### config.mk
export PLATFORM = sky130hd
export DESIGN_NAME = tile_read_scheduler
export DESIGN_NICKNAME = d
export VERILOG_FILES = /design/src/rtl/tile_read_scheduler.sv
export SDC_FILE = /design/constraint.sdc
export NUM_CORES = 1
export LEC_CHECK = 0
export ABC_AREA = 0
export CORE_MARGIN = 2
export CORE_UTILIZATION = 40
export CTS_BUF_LIST = sky130_fd_sc_hd__clkbuf_4
export CTS_CLUSTER_DIAMETER = 50
export DETAILED_ROUTE_END_ITERATION = 10
export DONT_BUFFER_PORTS = 1
export HOLD_SLACK_MARGIN = 0.02
export PLACE_DENSITY = 0.59
export SLEW_MARGIN = 20
export SYNTH_ARGS = -nofsm -noshare
export SYNTH_HDL_FRONTEND = slang
export SYNTH_SLANG_ARGS = --single-unit
### constraint.sdc
create_clock -name iClk -period 2.45 [get_ports iClk]
set_input_delay 0.49 -clock iClk [delete_from_list [all_inputs] [get_ports iClk]]
set_output_delay 0.49 -clock iClk [all_outputs]
set_load 0.01 [all_outputs]
### src/rtl/tile_read_scheduler.sv
// Tile read scheduler: grants tile fetches from two requesters and walks each tile in raster order on the BRAM read port.
// Build option: define SCHED_STRICT_PRIO_EN for fixed priority (requester 0 always wins) instead of round-robin.

module tile_read_scheduler #(
    parameter int IMG_WIDTH   = 32,
    parameter int IMG_HEIGHT  = 16,
    parameter int TILE_WIDTH  = 16,
    parameter int TILE_HEIGHT = 16,
    parameter int ADDR_W      = 19,
    parameter int RD_LAT      = 2
) (
    input  logic              iClk,
    input  logic              iRst,
    input  logic              iReq0_valid,
    input  logic [5:0]        iReq0_tx,
    input  logic [4:0]        iReq0_ty,
    output logic              oReq0_ready,
    input  logic              iReq1_valid,
    input  logic [5:0]        iReq1_tx,
    input  logic [4:0]        iReq1_ty,
    output logic              oReq1_ready,
    output logic              oRd_en,
    output logic [ADDR_W-1:0] oRd_addr,
    input  logic [7:0]        iRd_data,
    output logic              oPix_valid,
    output logic [7:0]        oPix_data,
    output logic              oPix_last,
    output logic              oPix_owner,
    output logic              oErr,
    output logic              oBusy,
    output logic [10:0]       oTile_cnt,
    output logic [1:0]        dbg_state
);

    localparam int TILES_X = IMG_WIDTH / TILE_WIDTH;
    localparam int TILES_Y = IMG_HEIGHT / TILE_HEIGHT;
    localparam int CW = (TILE_WIDTH > 1) ? $clog2(TILE_WIDTH) : 1;
    localparam int RW = (TILE_HEIGHT > 1) ? $clog2(TILE_HEIGHT) : 1;
    localparam logic [CW-1:0] COL_LAST = CW'(TILE_WIDTH - 1);
    localparam logic [RW-1:0] ROW_LAST = RW'(TILE_HEIGHT - 1);

    typedef enum logic [1:0] {
        IDLE  = 2'd0,
        ISSUE = 2'd1,
        DRAIN = 2'd2
    } state_t;

    state_t state, state_nxt;

    logic [CW-1:0]     col;
    logic [RW-1:0]     row;
    logic [5:0]        tx_q;
    logic [4:0]        ty_q;
    logic              owner_q;
    logic [RD_LAT-1:0] tag_valid, tag_last, tag_owner;
    logic [10:0]       tile_cnt;

    logic        any_valid, grant, grant_sel, sel_oor;
    logic        rd_en, issue_last, pix_last;
    logic [5:0]  sel_tx;
    logic [4:0]  sel_ty;
    logic [31:0] addr_full;
    logic        addr_unused;

    // Handshake: a requester holds valid and indices stable until it sees a one-cycle
    // ready; ready is only ever given in IDLE, and never while reset is asserted.
    assign any_valid = (iReq0_valid | iReq1_valid) & ~iRst;

`ifdef SCHED_STRICT_PRIO_EN
    assign grant_sel = ~iReq0_valid;
`else
    logic rr_ptr;
    assign grant_sel = (iReq0_valid & iReq1_valid) ? rr_ptr : ~iReq0_valid;

    always_ff @(posedge iClk) begin
        if (iRst) begin
            rr_ptr <= 1'b0;
        end else if (grant) begin
            rr_ptr <= ~grant_sel;
        end
    end
`endif

    assign sel_tx  = grant_sel ? iReq1_tx : iReq0_tx;
    assign sel_ty  = grant_sel ? iReq1_ty : iReq0_ty;
    assign sel_oor = (32'(sel_tx) >= 32'(TILES_X)) || (32'(sel_ty) >= 32'(TILES_Y));

    assign rd_en      = (state == ISSUE);
    assign issue_last = (row == ROW_LAST) && (col == COL_LAST);
    assign pix_last   = tag_valid[RD_LAT-1] & tag_last[RD_LAT-1];

    // Full-precision address; the BRAM only sees the low ADDR_W bits.
    assign addr_full = (32'(ty_q) * 32'(TILE_HEIGHT) + 32'(row)) * 32'(IMG_WIDTH)
                     + 32'(tx_q) * 32'(TILE_WIDTH) + 32'(col);
    assign addr_unused = ^addr_full[31:ADDR_W];

    always_ff @(posedge iClk) begin
        if (iRst) begin
            state <= IDLE;
        end else begin
            state <= state_nxt;
        end
    end

    always_comb begin
        state_nxt   = state;
        grant       = 1'b0;
        oReq0_ready = 1'b0;
        oReq1_ready = 1'b0;
        oErr        = 1'b0;
        case (state)
            IDLE: begin
                if (any_valid) begin
                    grant       = 1'b1;
                    oReq0_ready = ~grant_sel;
                    oReq1_ready = grant_sel;
                    oErr        = sel_oor;
                    if (!sel_oor) begin
                        state_nxt = ISSUE;
                    end
                end
            end
            ISSUE: begin
                if (issue_last) begin
                    state_nxt = DRAIN;
                end
            end
            DRAIN: begin
                if (pix_last) begin
                    state_nxt = IDLE;
                end
            end
            default: state_nxt = IDLE;
        endcase
    end

    always_ff @(posedge iClk) begin
        if (iRst) begin
            tx_q      <= '0;
            ty_q      <= '0;
            owner_q   <= 1'b0;
            row       <= '0;
            col       <= '0;
            tag_valid <= '0;
            tag_last  <= '0;
            tag_owner <= '0;
            tile_cnt  <= '0;
        end else begin
            if (grant && !sel_oor) begin
                tx_q    <= sel_tx;
                ty_q    <= sel_ty;
                owner_q <= grant_sel;
                row     <= '0;
                col     <= '0;
            end else if (rd_en) begin
                if (col == COL_LAST) begin
                    col <= '0;
                    row <= row + RW'(1);
                end else begin
                    col <= col + CW'(1);
                end
            end

            // Tags follow each read through the BRAM latency.
            tag_valid[0] <= rd_en;
            tag_last[0]  <= rd_en & issue_last;
            tag_owner[0] <= rd_en & owner_q;
            for (int i = 1; i < RD_LAT; i++) begin
                tag_valid[i] <= tag_valid[i-1];
                tag_last[i]  <= tag_last[i-1];
                tag_owner[i] <= tag_owner[i-1];
            end

            if (state == DRAIN && pix_last) begin
                tile_cnt <= tile_cnt + 11'd1;
            end
        end
    end

    assign oRd_en     = rd_en;
    assign oRd_addr   = rd_en ? addr_full[ADDR_W-1:0] : '0;
    assign oPix_valid = tag_valid[RD_LAT-1];
    assign oPix_last  = tag_last[RD_LAT-1];
    assign oPix_owner = tag_owner[RD_LAT-1];
    assign oPix_data  = oPix_valid ? iRd_data : 8'd0;
    assign oBusy      = (state != IDLE);
    assign oTile_cnt  = tile_cnt;
    assign dbg_state  = state;

endmodule

==> reports/results.tsv <==
metric	value	unit
final.setup.worst_slack	-0.0305	ns
tritoncts	done	
cts_max_level	2	
finalHoldViolCount	0	
grt.total_usage	0.151	
peakVddDrop	0.000322	V
final_period_minus_worst_setup_slack	2.48	ns
post_synth_instance_area	1990	sq um
tritoncts_buffer_count	5	
detail_route.wirelength	4.14	mm
route.detailed.wl_per_inst	13.3	um
worst_path_max_delay_cell	sky130_fd_sc_hd__dfxtp_2	
cts.hold.buffers_added	0	
crit_arrival	1.99	ns
synth_top_family_by_area	simple AND/OR/NAND/NOR gates	
crit_chain	ha_4 > inv_2 > fa_2 > nor2b_2 > o21a_1 > o21a_2 > o21ai_2 > mux2i_1	
min-delay-path-class	in2reg	
fraction_of_synthesis_flops_using_an_asynchronous_set_or_reset_pin	0	
gp_routability_congestion	0.866	
rsz0062_at_grt	true	
critical-path-top-delay-family	adder cells	
hpwl	3.04	mm
path_class	reg2out	
starting_utilization_of_the_core_area	0.419	
post_synth_and_or_nand_nor_area_fraction	0.310	
postSynthRegisterBits	40	
clk_path_buf_depth	2	
power.density_cell_area	441	nW/um^2
period_share	1.01	
synthAdderAreaFrac	0.0603	
synth-compound-area-share	0.110	
grt_first_pass_wirelength	6.50	mm
synth_cell_type_count	45	
first_global_vias	1443	
design_area	2280	sq um
placed_cell_area	2050	sq um
clkSlewWorstSetupHoldPaths	0.13	ns
clock_sinks	40	
timing.critical_path.from_type	flip-flop	
critical_path_peak_fanout	4	
drv_slew	0	
drt.antenna.violating_nets	0	
tns	-0.0502	ns
synth_cells	234	
nNetsFinal	287	
overflow	0	
max_freq	403	MHz
n_antenna_cell	0	
synth-seq-area-share	0.402	
placed_cells	297	
fp-row-count	25	
layout.cells.most_common_list	34 x sky130_fd_sc_hd__dfxtp_1, 31 x sky130_fd_sc_hd__nor2_1, 20 x sky130_fd_sc_hd__nand2_1, 14 x sky130_fd_sc_hd__and2_1	
synthesis_warning_total	0	
die_width	74.5	um
dominantRegCellSynth	sky130_fd_sc_hd__dfxtp_1	
io_buffers	0	
first_pass_iters	4	
postSynthAreaPerCell	8.51	sq um
violations	negative setup slack	
clkLatencyLatePin	0.34	ns
worst_path_largest_cell_delay	0.37	ns
finalClockSkew	0.0177	ns
ratio_of_cells_with_drive_above_1_in_the_final_layout	0.224	
outcome	finished with violations	
total_number_of_vias	1626	
number_of_top_level_design_ports	82	
total_leakage_power	0.872	nW
muxShareOfSynthArea	0.0101	
detail_route.iter0.violations	74	
layout-area-overhead-vs-synth	14.5	%
core_area	4750	sq um
route.detailed.vias_per_inst	5.21	
path_buf_inv	1	
setup-violations-final	2	
die_area	5560	sq um
grt_max_degree	24	
setup.worst_path.end_class	output pin	
max_cap_viol_count	0	
drc	0	
critPathRequiredTime	1.96	ns
antenna_violations_before_repair	0	
yosys.area_share.xor_xnor	0.0572	
final_cell_count_no_fill	312	
timing.hold.ws	0.203	ns
layout_commonest_cell	sky130_fd_sc_hd__dfxtp_1	
die_h	74.5	um
clockRootBuffer	sky130_fd_sc_hd__clkbuf_4	
synth_edf_count	0	
-- synthesized netlist by cell type, types with 3 or more instances --
cell type                  count  area, sq um
sky130_fd_sc_hd__nand2_1      20         75.1
sky130_fd_sc_hd__o21ai_0       8         40.0
sky130_fd_sc_hd__buf_4         4         30.0
sky130_fd_sc_hd__a21oi_1      11         55.1
sky130_fd_sc_hd__nor3_1        7         35.0
sky130_fd_sc_hd__clkbuf_1      4         15.0
sky130_fd_sc_hd__nand3_1       4         20.0
sky130_fd_sc_hd__nor2_1       32          120
sky130_fd_sc_hd__nand4_1       6         37.5
sky130_fd_sc_hd__dfxtp_1      40          801
sky130_fd_sc_hd__nor2b_1       5         31.3
sky130_fd_sc_hd__xnor2_1       3         26.3
sky130_fd_sc_hd__and2_2        8         60.1
sky130_fd_sc_hd__inv_1         8         30.0
sky130_fd_sc_hd__xor2_1       10         87.6
sky130_fd_sc_hd__and2_1       14         87.6
sky130_fd_sc_hd__or3_1         3         18.8
sky130_fd_sc_hd__and3_1        3         18.8
sky130_fd_sc_hd__ha_1          8          100
sky130_fd_sc_hd__nor4_1        5         31.3
-- registers in the layout, indices dropped and copies added, names as in the netlist, 2 cells and up --
signal	flops
tag_owner	2
oTile_cnt	11
ty_q	5
row	4
tag_last	2
tag_valid	2
tx_q	6
col	4
dbg_state	2
-- path summary, 6_finish.rpt --
| check | start | endpoint | slack, ns | cells past startpoint |
|---|---|---|---|---|
| worst min register to register | tag_last[0]$_SDFF_PP0_ | tag_last[1]$_SDFF_PP0_ | 0.45 | 1 |
| worst max register to register | dbg_state[1]$_SDFFE_PP0P_ | row[3]$_SDFFE_PP0P_ | 0.55 | 7 |
| worst min-delay path | iRst | tag_last[1]$_SDFF_PP0_ | 0.20 | 1 |
| worst max-delay path | tx_q[1]$_SDFFE_PP0P_ | oRd_addr[11] | -0.03 | 8 |
-- metal layers --
| metal | GRT usage | up-vias | part of all wire |
|---|---|---|---|
| li1 | - | 812 | - |
| met1 | 0.198 | 743 | 0.44 |
| met2 | 0.247 | 68 | 0.47 |
| met3 | 0.0501 | 3 | 0.082 |
| met4 | 0.0298 | 0 | 0.0029 |
| met5 | 0 | - | 0 |
-- worst reg2reg max path, cell delays in order, from the launching register on --
cell and delay (ns):
sky130_fd_sc_hd__dfxtp_1 0.41, sky130_fd_sc_hd__nand2b_2 0.29, sky130_fd_sc_hd__inv_1 0.18, sky130_fd_sc_hd__buf_4 0.24
sky130_fd_sc_hd__and2_0 0.29, sky130_fd_sc_hd__nand4_1 0.16, sky130_fd_sc_hd__xor2_1 0.16, sky130_fd_sc_hd__nor2_1 0.06
-- power by group --
group | internal, mW | switching (mW)
clock | 0.121 | 0.210
sequential | 0.650 | 0.00150
combinational | 0.00730 | 0.0160
-- metrics by stage --
stage	setup WS (ns)	utilization	total power [mW]
global placement	0.203	0.431	0.691
CTS	-0.111	0.459	1.03
detailed placement	0.141	0.431	0.691
global route	-0.157	0.479	1.06
floorplan	0.226	-	0.696
finish	-0.0305	0.479	1.01
-- final cells by class --
| cell class | instances | area (sq um) |
|---|---|---|
| Tap cell | 67 | 83.8 |
| Timing Repair Buffer | 11 | 86.3 |
| Sequential cell | 40 | 811 |
| Multi-Input combinational cell | 178 | 1210 |
| Fill cell | 494 | 2470 |
| Inverter | 8 | 30.0 |
| Clock inverter | 2 | 11.3 |
| Clock buffer | 6 | 45.0 |
-- repair_timing --
item                                    CTS  global route
endpoints found under the setup margin    5             6
pin swaps                                 9            11
buffers inserted                          4             4
endpoints found under the hold margin     0             0
gates resized for setup                  16            17
-- logic make-up (layout without fill, tap and decap cells) --
| family | Yosys count | after routing |
|---|---|---|
| xor gates and xnor gates | 13 | 13 |
| AOI/OAI and AO/OA | 34 | 34 |
| buffers and inverters | 19 | 27 |
| muxes | 2 | 2 |
| DFF | 40 | 40 |
| adders and majority gates | 9 | 9 |
| other | 1 | 4 |
| and+or+nand+nor | 116 | 116 |
Note: power is estimated with default switching activity, not from simulation.
